==> src/rtl/seg_pkg.sv <==
// Seven-segment encoding shared by the BCD counter.
// Codes are active-low {dp,g,f,e,d,c,b,a} with the decimal point off.
package seg_pkg;

   localparam logic [3:0] BCD_MAX   = 4'd9;

   localparam logic [7:0] SEG_0     = 8'hC0;
   localparam logic [7:0] SEG_1     = 8'hF9;
   localparam logic [7:0] SEG_2     = 8'hA4;
   localparam logic [7:0] SEG_3     = 8'hB0;
   localparam logic [7:0] SEG_4     = 8'h99;
   localparam logic [7:0] SEG_5     = 8'h92;
   localparam logic [7:0] SEG_6     = 8'h82;
   localparam logic [7:0] SEG_7     = 8'hF8;
   localparam logic [7:0] SEG_8     = 8'h80;
   localparam logic [7:0] SEG_9     = 8'h90;
   localparam logic [7:0] SEG_BLANK = 8'hFF;

   // A nibble that is not a decimal digit is shown blank.
   function automatic logic [7:0] bcd2seg(input logic [3:0] v);
      logic [7:0] s;
      case (v)
         4'd0:    s = SEG_0;
         4'd1:    s = SEG_1;
         4'd2:    s = SEG_2;
         4'd3:    s = SEG_3;
         4'd4:    s = SEG_4;
         4'd5:    s = SEG_5;
         4'd6:    s = SEG_6;
         4'd7:    s = SEG_7;
         4'd8:    s = SEG_8;
         4'd9:    s = SEG_9;
         default: s = SEG_BLANK;
      endcase
      return s;
   endfunction

endpackage

==> src/rtl/bcd_digit.sv <==
// One decade of the BCD counter. The decade moves only when the shared
// step is active and every lower decade is at its limit (cin). cout is
// combinational so a carry/borrow ripples through all decades in one edge.
module bcd_digit
   import seg_pkg::*;
(
   input  logic       clk,
   input  logic       rst_n,
   input  logic       step,
   input  logic       up_dn,
   input  logic       cin,
   input  logic       clr,
   input  logic       load,
   input  logic [3:0] d,
   output logic [3:0] q,
   output logic       cout
);

   logic at_limit;

   assign at_limit = up_dn ? (q == BCD_MAX) : (q == 4'd0);
   assign cout     = cin & at_limit;

   // Decade register: clear beats load beats step; non-decimal loads become 0.
   always_ff @(posedge clk or negedge rst_n) begin
      if (!rst_n) begin
         q <= 4'd0;
      end else if (clr) begin
         q <= 4'd0;
      end else if (load) begin
         q <= (d > BCD_MAX) ? 4'd0 : d;
      end else if (step && cin) begin
         if (up_dn) begin
            q <= at_limit ? 4'd0 : q + 4'd1;
         end else begin
            q <= at_limit ? BCD_MAX : q - 4'd1;
         end
      end
   end

endmodule

==> src/rtl/seg_bcd_counter.sv <==
// Multi-digit BCD up/down counter with multiplexed seven-segment drive.
// Optional build macro SEG_BCD_COUNTER_ZERO_BLANK_EN blanks leading zeros
// on the display (digit 0 always shown); the bcd output is unaffected.
module seg_bcd_counter
   import seg_pkg::*;
#(
   parameter int TICK_DIV = 50_000_000,
   parameter int DIGITS   = 6,
   parameter int SCAN_DIV = 50_000
)
(
   input  logic                  clk,
   input  logic                  rst_n,
   input  logic                  en,
   input  logic                  up_dn,
   input  logic                  clr,
   input  logic                  load,
   input  logic [4*DIGITS-1:0]   load_val,
   output logic [4*DIGITS-1:0]   bcd,
   output logic                  wrap,
   output logic [DIGITS-1:0]     seg_sel,
   output logic [7:0]            seg_data
);

   localparam int PRE_W  = (TICK_DIV > 1) ? $clog2(TICK_DIV) : 1;
   localparam int SCAN_W = (SCAN_DIV > 1) ? $clog2(SCAN_DIV) : 1;
   localparam int IDX_W  = (DIGITS > 1)   ? $clog2(DIGITS)   : 1;

   localparam logic [PRE_W-1:0]  PRE_LAST  = PRE_W'(TICK_DIV - 1);
   localparam logic [SCAN_W-1:0] SCAN_LAST = SCAN_W'(SCAN_DIV - 1);
   localparam logic [IDX_W-1:0]  IDX_LAST  = IDX_W'(DIGITS - 1);

   logic [PRE_W-1:0]  pre;
   logic              step;
   logic [DIGITS:0]   carry;
   logic [SCAN_W-1:0] scan_cnt;
   logic [IDX_W-1:0]  idx;
   logic [3:0]        cur_digit;
   logic              cur_blank;
   logic [DIGITS-1:0] blank_mask;
   logic [DIGITS-1:0] sel_next;

   assign step     = en && (pre == PRE_LAST);
   assign carry[0] = 1'b1;

   // Prescaler: clear/load restart the count period, en=0 freezes it.
   always_ff @(posedge clk or negedge rst_n) begin
      if (!rst_n) begin
         pre <= '0;
      end else if (clr || load) begin
         pre <= '0;
      end else if (en) begin
         pre <= (pre == PRE_LAST) ? '0 : pre + PRE_W'(1);
      end
   end

   for (genvar i = 0; i < DIGITS; i++) begin : g_digit
      bcd_digit u_digit (
         .clk   (clk),
         .rst_n (rst_n),
         .step  (step),
         .up_dn (up_dn),
         .cin   (carry[i]),
         .clr   (clr),
         .load  (load),
         .d     (load_val[4*i +: 4]),
         .q     (bcd[4*i +: 4]),
         .cout  (carry[i+1])
      );
   end

   // Wrap pulse: a carry out of the top decade on a real step only.
   always_ff @(posedge clk or negedge rst_n) begin
      if (!rst_n) begin
         wrap <= 1'b0;
      end else begin
         wrap <= step && carry[DIGITS] && !clr && !load;
      end
   end

   // Scan timer and digit index, free-running independent of en.
   always_ff @(posedge clk or negedge rst_n) begin
      if (!rst_n) begin
         scan_cnt <= '0;
         idx      <= '0;
      end else if (scan_cnt == SCAN_LAST) begin
         scan_cnt <= '0;
         idx      <= (idx == IDX_LAST) ? '0 : idx + IDX_W'(1);
      end else begin
         scan_cnt <= scan_cnt + SCAN_W'(1);
      end
   end

`ifdef SEG_BCD_COUNTER_ZERO_BLANK_EN
   // blank_mask[i]: digit i and every digit above it are zero (never digit 0).
   always_comb begin
      blank_mask = '0;
      blank_mask[DIGITS-1] = (bcd[4*DIGITS-1 -: 4] == 4'd0);
      for (int i = DIGITS - 2; i >= 0; i--) begin
         blank_mask[i] = blank_mask[i+1] && (bcd[4*i +: 4] == 4'd0);
      end
      blank_mask[0] = 1'b0;
   end
`else
   // Every digit is shown, leading zeros included.
   always_comb begin
      blank_mask = '0;
   end
`endif

   // Select the digit under the scan index and its one-hot select pattern.
   always_comb begin
      cur_digit = 4'd0;
      cur_blank = 1'b0;
      sel_next  = '1;
      for (int i = 0; i < DIGITS; i++) begin
         if (idx == IDX_W'(i)) begin
            cur_digit   = bcd[4*i +: 4];
            cur_blank   = blank_mask[i];
            sel_next[i] = 1'b0;
         end
      end
   end

   // Select and segment data registered together so they never disagree.
   always_ff @(posedge clk or negedge rst_n) begin
      if (!rst_n) begin
         seg_sel  <= '1;
         seg_data <= SEG_BLANK;
      end else begin
         seg_sel  <= sel_next;
         seg_data <= cur_blank ? SEG_BLANK : bcd2seg(cur_digit);
      end
   end

endmodule

==> config.mk <==
export PLATFORM = sky130hd
export DESIGN_NAME = seg_bcd_counter
export DESIGN_NICKNAME = d
export VERILOG_FILES = /design/src/rtl/seg_pkg.sv /design/src/rtl/bcd_digit.sv /design/src/rtl/seg_bcd_counter.sv
export SDC_FILE = /design/constraint.sdc
export NUM_CORES = 1
export LEC_CHECK = 0
export ABC_AREA = 1
export CELL_PAD_IN_SITES_DETAIL_PLACEMENT = 1
export CELL_PAD_IN_SITES_GLOBAL_PLACEMENT = 2
export CORE_UTILIZATION = 28
export DETAILED_ROUTE_END_ITERATION = 16
export GPL_TIMING_DRIVEN = 0
export PLACE_DENSITY = 0.8
export SLEW_MARGIN = 20
export SYNTH_ARGS = -nofsm -noshare
export SYNTH_HDL_FRONTEND = slang
export SYNTH_SLANG_ARGS = --single-unit
==> constraint.sdc <==
create_clock -name clk -period 4.4 [get_ports clk]
set_input_delay 0.88 -clock clk [delete_from_list [all_inputs] [get_ports clk]]
set_output_delay 0.88 -clock clk [all_outputs]
set_load 0.005 [all_outputs]
---- Word-level counts from Yosys, hierarchy flattened ----
Memory sizes are Yosys's and may differ from the RTL's. A register that Yosys moved wholly into a read port is not among the register bits.
Index checks and enable logic that the tools add are counted.
storage, ports and cells
  bits of input ports ..................... 30
  memories kept ........................... 1
  logic and storage cells ................. 144
  bits in registers ....................... 84
  ROM bits ................................ 112
  output and inout port bits .............. 39
cells by class
  bitwise logic cells ..................... 5
  $add $sub $neg .......................... 15
  order comparisons ....................... 6
  reductions and logical operators ........ 27
  equality and inequality tests ........... 13
  mux-type cells .......................... 65
memories
  name             words  bits a word  read ports  clocked after memory_dff  write ports  line           text
  (no name shown)  16     7            1           1                         0            seg_pkg.sv:22  case (v)
operators with widths
  cell                   count
  $mux 4                 48
  $mux 26                3
  $add 26x1->26 const B  1
  $eq 26x26->1 const B   1
  $add 4x1->4 const B    6
  $eq 4x4->1 const B     6
  $gt 4x4->1 const B     6
  $logic_not 4->1        6
  $sub 4x1->4 const B    6
  $reduce_bool 3->1      6
  $add 16x1->16 const B  1
  $eq 16x16->1 const B   1
  $mux 16                1
  $mux 1                 12
  $logic_and 1x1->1      9
  $eq 3x2->1 const B     2
  $eq 3x3->1 const B     2
  $and 1x1->1            5
  $add 3x1->3 const B    1
  $eq 3x1->1 const B     1
  $logic_not 1->1        3
  $logic_not 3->1        1
  $mux 3                 1
  $reduce_bool 2->1      1
  $logic_or 1x1->1       1

---- Logic depth before layout (Yosys ltp) ----
Gate-level depths: netlist of the first run.
  depth in word-level cells ............... 10
  depth in mapped cells ................... 16
  depth with buffers taken out ............ 15

---- Modules after synthesis ----
From an unflattened synthesis of the first run, not the netlist that was laid out.
second synthesis, totals
  cell total of the unflattened synthesis .. 878
  area total of the unflattened synthesis .. 5978.2 um^2
modules (own cells, without submodules)
  module           seq. area each (um^2)  times used  area each (um^2)  cells each
  seg_bcd_counter  1492.7                 1           3305.7            434
  bcd_digit        100.1                  6           445.4             74

---- Worst setup path after synthesis of the first run ----
OpenSTA, ideal clock, no wires.
  kind .................................... input port to flip-flop
  from .................................... input load
  to ...................................... register pre[25]
  path buffers ............................ 1
  data required time ...................... 4329 ps
  stages on the path ...................... 11
  setup slack ............................. 2381 ps
  setup time .............................. 71 ps
  arrival ................................. 1948 ps
  cells stage by stage .................... clkbuf_2 nor2_2 nand2_1 nand2_1 nor2_1 nand2_1 nor2_1 nand3b_1 o21ai_0 inv_1 nor2_1
on the way
  cells in the longest elaborated chain, start to end .. 2
  elaborated cells on any way between the ends .. 3
  classes of those cells .................. mux (1); reduce/logical (2)
RTL lines
  element                                              line                   text
  from (decl)                                          seg_bcd_counter.sv:17  input logic load,
  $logic_or 1x1->1 (*)                                 seg_bcd_counter.sv:50  end else if (clr || load) begin
  $mux 26 / $reduce_bool 2->1 (equally long branches)  -
  to (signal assigned)                                 seg_bcd_counter.sv:53  pre <= (pre == PRE_LAST) ? '0 : pre + PRE_W'(1);
  to (decl)                                            seg_bcd_counter.sv:33  logic [PRE_W-1:0] pre;
Mark *: on every way between the ends. The rest lies on a longest branch, timed or not.
A chain may end at the register's enable or synchronous reset.

---- Worst setup path in the final report of the first run ----
  from .................................... register g_digit[3].u_digit.q[0]
  to ...................................... output bcd[12]
RTL lines
  element                 line                   text
  from (decl)             bcd_digit.sv:15        output logic [3:0] q,
  from (signal assigned)  bcd_digit.sv:31        q <= (d > BCD_MAX) ? 4'd0 : d;
  from (signal assigned)  bcd_digit.sv:34        q <= at_limit ? 4'd0 : q + 4'd1;
  from (signal assigned)  bcd_digit.sv:36        q <= at_limit ? BCD_MAX : q - 4'd1;
  to (decl)               seg_bcd_counter.sv:19  output logic [4*DIGITS-1:0] bcd,
No word-level cell between the ends.

==> reports/summary.txt, run 1 <==
Run status - completed
Worst path required time - 3.52 ns
Slew Limit Fails - 0
Largest net degree at the start of global routing - 53
GPL Wtd Cong - 0.816
Total track usage - 0.190
Post-synth EDFFs - 0
Crit start category - flop
Post-Syn Instances - 776
Comb power frac - 0.222
RSZ-0062 raised after global routing - no
Initial Util - 0.287
Syn Nets - 828
Post-synthesis sequential area ratio - 0.373
Fin cells - 1121
Flop pwr share - 0.414
Slowest cell on crit path - clkdlybuf4s50_1
Total vias in the final route - 5477
Postcts setup bufs - 0
Vias/cell - 4.89
Layout cells sized above 1 - 0.0736
Pwr dens - 303 mW/mm^2
P_int - 1.43 mW
Rows - 51
Netlist Area Pre-Place - 0.00562 sq mm
Critical Path Max Stage Delay - 0.59 ns
Initial DRC count - 290
Post-cts sizing count - 0
Placed cells - 1105
Top_reg_cell synth - dfrtp_1
Dpl cell area - 0.00661 sq mm
Total core area - 0.0196 sq mm
CTS Buf Count - 9
Detailed Routing Iterations Pass 1 - 4
Yosys reg bits - 83
Post-synth ARST share - 1.00
WP buf/inv - 1
Full die area - 0.0206 sq mm
Detailed-route wire length per cell - 16.3 um
Overall power - 2.09 mW
Die X - 144 um
Area Growth Syn to Fin - 22.7%
Period utilisation layout - 0.539
Avg Cell Area, Syn - 7.24 sq um
Hpwl dp - 14.0 mm
Global-route wire length before repair - 29.8 mm
Maxcap violations - 0
Antenna Nets Post-Route - 0
Worst Setup Path Type - reg -> out
Net Switching - 662 uW
Tightest Hold Check Type - in -> async
H-tree levels - 3
Sw frac - 0.316
Worst-Margin Slew - 0.588 ns
Minimum clock period - 2.37 ns
Min Hold Slack - 0.404 ns
Worst slew margin - 0.608
Antenna cell count - 0
Wirelength, routed - 18.3 mm
Finished layout cell area - 0.00689 sq mm
Nets - 903
Later-pin clock latency in the skew report - 0.36 ns
Buffers on Ports - 63
DRC viols - 0
Pleak - 3.09 nW
Maximum vdd drop - 0.000161 V
Delay-heaviest family, CP - buffers and inverters
Final setup viols - 0
Initial antenna violation count - 0
Skew final - 0.0142 ns
I/O Pins - 69
Hold Buf Count CTS - 0
CTS clk-pin slew, worst paths - 0.07 ns
Root buf cell - clkbuf_16
CTS tree - built
Cell variety after synth - 37
Final hold vios - 0
Highest clock rate - 422 MHz
Vias in the first global route - 5563
GRT Residual Overflow - 0
Die Span Y - 144 um
Synth warn - 0
Crit-path cells - clkdlybuf4s50_1
Setup TNS - 0 ns
Clock power share - 0.365
Fill cells - 2471
CP Data Arrival Time - 1.49 ns
CP max FO - 7
TritonCTS Sinks - 83
Clk buf depth - 2
Setup crit end kind - output port
## sequential cells by signal (all words and copies together) (netlist names)
| register | flops |
|---|---|
| g_digit.u_digit.q | 24 |
| idx | 3 |
| pre | 26 |
| scan_cnt | 16 |
| seg_data | 7 |
| seg_sel | 6 |
| wrap | 1 |
## final cells by class
cell class	count	area [sq um]	area share
Multi-Input combinational cell	564	3020	0.437
Sequential cell	83	2090	0.304
Timing Repair Buffer	64	659	0.0957
Inverter	109	409	0.0594
Tap cell	265	332	0.0481
Clock buffer	10	250	0.0363
Buffer	20	97.6	0.0142
Clock inverter	6	36.3	0.00526
## layout by cell type (no fill, tap or decap), types with 22 or more instances in the layout
| cell type | instances |
|---|---|
| ha_1 | 22 |
| a21oi_1 | 53 |
| nor3_1 | 22 |
| xor2_1 | 30 |
| nand3_1 | 77 |
| nand4_1 | 34 |
| nor2_1 | 67 |
| dfrtp_1 | 70 |
| clkdlybuf4s50_1 | 62 |
| inv_1 | 104 |
| nand2_1 | 148 |
| o21ai_0 | 57 |
## Yosys cell counts (8+ instances only)
| master | n | area share |
|---|---|---|
| inv_1 | 104 | 0.070 |
| o211ai_1 | 8 | 0.011 |
| buf_2 | 10 | 0.0089 |
| o21ai_0 | 57 | 0.051 |
| nand3_1 | 77 | 0.069 |
| a21oi_1 | 53 | 0.047 |
| nand4_1 | 34 | 0.038 |
| xor2_1 | 30 | 0.047 |
| ha_1 | 22 | 0.049 |
| nor2_1 | 67 | 0.045 |
| dfrtp_1 | 70 | 0.31 |
| dfstp_2 | 13 | 0.061 |
| nand2_1 | 148 | 0.099 |
| nor3_1 | 22 | 0.020 |
## routing by layer
metal / GRT usage / share of wire
met5: 0 / 0
met4: 0.0622 / 0.013
met3: 0.0270 / 0.037
met2: 0.287 / 0.43
met1: 0.275 / 0.52
## cells by family (layout without fill, tap and decap cells)
group / Yosys count / after routing / synth area share
other: 1 / 1 / 0.000668
DFF: 83 / 83 / 0.373
buffers and inverters: 129 / 209 / 0.0902
xor gates and xnor gates: 36 / 36 / 0.0561
AOI/OAI and AO/OA: 136 / 136 / 0.134
and+or+nand+nor: 369 / 369 / 0.297
adders and majority gates: 22 / 22 / 0.0490
## metrics by stage
stage	utilization	setup WS (ns)
4_1_cts	0.352	2.01
3_3_place_gp	0.336	-0.937
6_report	0.352	2.03
3_5_place_dp	0.337	1.85
2_1_floorplan	-	2.38
5_1_grt	0.352	1.76
## power by group through the flow
stage	combinational, mW	sequential [mW]	clock [mW]
finish	0.464	0.865	0.762
global route	0.521	0.872	0.810
CTS	0.466	0.866	0.781
detailed placement	0.462	0.880	0
global placement	0.456	0.878	0
floorplan	0.249	0.866	0
## final timing paths
check                                        start     endpoint  slack [ns]  depth (start not counted)
max in group asynchronous                    rst_n       pre[4]        3.43                          2
min                                          rst_n  scan_cnt[5]        0.40                          1
max                        g_digit[3].u_digit.q[0]      bcd[12]        2.03                          1
max reg2reg                                 idx[2]  seg_data[3]        2.03                         15
min in group clk                       scan_cnt[0]  scan_cnt[0]        0.47                          1
min reg2reg                            scan_cnt[0]  scan_cnt[0]        0.47                          1
No activity file was read; power rests on OpenSTA's default activity.
==> run 2, diff against run 1 <==
- PLACE_DENSITY: 0.8 -> 0.83
- clock period: 4.4 -> 2.15 ns (I/O delays scaled with it)
==> reports/summary.txt, run 2 (synthesis gave the netlist of run 1 again) <==
Run status - completed (unchanged)
Initial antenna violation count - 0 (unchanged)
Sw frac - 0.295 (was 0.316)
Nets - 908 (was 903)
Later-pin clock latency in the skew report - 0.35 ns (was 0.36 ns)
GPL Wtd Cong - 0.803 (was 0.816)
Flop pwr share - 0.399 (was 0.414)
CTS tree - built (unchanged)
Detailed Routing Iterations Pass 1 - 4 (unchanged)
DP Worst Slack - -0.212 ns (was 1.85 ns)
Highest clock rate - 503 MHz
Pwr dens - 631 mW/mm^2 (was 303 mW/mm^2)
TritonCTS Sinks - 83 (unchanged)
Flip-flop count of the largest register after layout - 26 (unchanged)
Layout cells sized above 1 - 0.0976 (was 0.0736)
Root buf cell - clkbuf_16 (unchanged)
RSZ-0062 raised after global routing - yes (was no)
Period utilisation layout - 0.925
Comb power frac - 0.216 (was 0.222)
Buffers on Ports - 63 (unchanged)
Maxcap violations - 0 (unchanged)
Fill cells - 2452 (was 2471)
CP max FO - 10 (was 7)
Vias/cell - 4.90 (was 4.89)
Biggest register - pre (unchanged)
Most common cell after layout, fill and taps aside - nand2_1 (unchanged)
CTS Buf Count - 9 (unchanged)
Initial Util - 0.287 (unchanged)
Tightest Hold Check Type - in -> async (unchanged)
Vias in the first global route - 5663 (was 5563)
Biggest regs - pre (26), g_digit.u_digit.q (24), scan_cnt (16) (unchanged)
Area Growth Syn to Fin - 25.6% (was 22.7%)
Die Span Y - 144 um (unchanged)
CTS clk-pin slew, worst paths - 0.07 ns (about the same)
Total track usage - 0.190 (about the same)
Detailed-route wire length per cell - 16.3 um (about the same)
Rows - 51 (unchanged)
Worst-Margin Slew - 0.614 ns (was 0.588 ns)
P_int - 3.14 mW (was 1.43 mW)
Antenna Nets Post-Route - 0 (unchanged)
GRT Residual Overflow - 0 (unchanged)
Die X - 144 um (unchanged)
Most frequent cells in the layout - 142 x nand2_1, 99 x inv_1, 76 x nand3_1 (was 148 x nand2_1, 104 x inv_1, 77 x nand3_1)
Min Hold Slack - 0.0585 ns (was 0.404 ns)
Dpl cell area - 0.00660 sq mm (was 0.00661 sq mm)
Minimum clock period - 1.99 ns
Overall power - 4.45 mW (was 2.09 mW)
Wirelength, routed - 18.3 mm (about the same)
Pleak - 3.12 nW (was 3.09 nW)
Hpwl dp - 13.8 mm (was 14.0 mm)
Net Switching - 1.31 mW (was 662 uW)
Hold Buf Count CTS - 0 (unchanged)
Worst slew margin - 0.591 (was 0.608)
Global-route wire length before repair - 30.0 mm (was 29.8 mm)
Worst Setup Path Type - reg -> reg (was reg -> out)
Antenna cell count - 0 (unchanged)
H-tree levels - 3 (unchanged)
Final setup viols - 0 (unchanged)
Finished layout cell area - 0.00705 sq mm (was 0.00689 sq mm)
CP Data Arrival Time - 2.22 ns (was 1.49 ns)
Clk buf depth - 2 (unchanged)
Total core area - 0.0196 sq mm (unchanged)
Setup crit end kind - flop (was output port)
Crit start category - flop (unchanged)
Fin cells - 1126 (was 1121)
Total vias in the final route - 5512 (was 5477)
Final Core Density - 0.360 (was 0.352)
Skew final - 0.0128 ns (was 0.0142 ns)
DRC viols - 0 (unchanged)
Placed cells - 1105 (unchanged)
Setup TNS - 0 ns (unchanged)
Slew Limit Fails - 0 (unchanged)
Maximum vdd drop - 0.000343 V (was 0.000161 V)
I/O Pins - 69 (unchanged)
FF-to-FF path depth - 11 (was 15)
Worst path required time - 2.39 ns (was 3.52 ns)
PnR worst setup slack - 0.162 ns (was 2.03 ns)
Clock power share - 0.385 (was 0.365)
Largest net degree at the start of global routing - 51 (was 53)
Initial DRC count - 221 (was 290)
Full die area - 0.0206 sq mm (unchanged)
Final hold vios - 0 (unchanged)
-- run 2: cell count changes in the layout (fill, tap and decap cells not counted), moves of 3 or more --
cell / change
buf_4: +5
clkbuf_1: +4
clkinv_2: -3
inv_1: -5
inv_2: +3
nand2_1: -6
nand2_2: +4
nor2_1: -5
nor2_2: +4
-- run 2: power by group through the flow --
stage	Combinational [mW]	Sequential, mW	Clock (mW)
final	0.961	1.78	1.71
after global placement	0.926	1.80	0
after detailed placement	0.941	1.80	0
after floorplan	0.511	1.77	0
after CTS	0.950	1.78	1.75
after global routing	1.08	1.79	1.80
-- run 2: final cells by class --
type | count | area (sq um) | share of cell area
clock inverters | 2 | 60.1 | 0.00852
flip-flops and latches | 83 | 2100 | 0.297
well taps | 265 | 332 | 0.0470
inverters | 109 | 414 | 0.0587
plain buffers | 20 | 114 | 0.0161
clock buffers | 14 | 254 | 0.0360
multi-input cells | 564 | 3090 | 0.438
repair buffers | 69 | 693 | 0.0983
-- run 2: worst max-delay path, cell delays in order, from the launching register on --
cell and delay, ns:
dfrtp_1 0.39, ha_1 0.18, nand2_1 0.13, nor2_4 0.18, nand3_1 0.12, inv_1 0.07
nand4_1 0.20, nand2_2 0.17, nand2_4 0.10, inv_4 0.11, buf_6 0.15, nor3_1 0.06
-- run 2: path summary, 6_finish.rpt --
check | start | endpoint | slack (ns)
worst max-delay path | pre[0] | pre[4] | 0.16
worst min-delay path | rst_n | g_digit[4].u_digit.q[0] | 0.06
worst max register to register | pre[0] | pre[4] | 0.16
worst min register to register | scan_cnt[0] | scan_cnt[0] | 0.49
max in group asynchronous | rst_n | seg_sel[0] | 1.42
min in group clk | en | pre[15] | 0.44
-- run 2: repair_timing --
| item | CTS | global route |
|---|---|---|
| pin swaps | 0 | 6 |
| buffers inserted | 0 | 5 |
| endpoints found under the setup margin | 24 | 43 |
| resized for setup | 8 | 26 |
-- run 2: layer usage --
layer	part of all wire	vias to the layer above	GRT usage
li1	-	2754	-
met1	0.50	2662	0.267
met2	0.45	80	0.299
met3	0.034	16	0.0217
met4	0.013	0	0.0627
met5	0	-	0
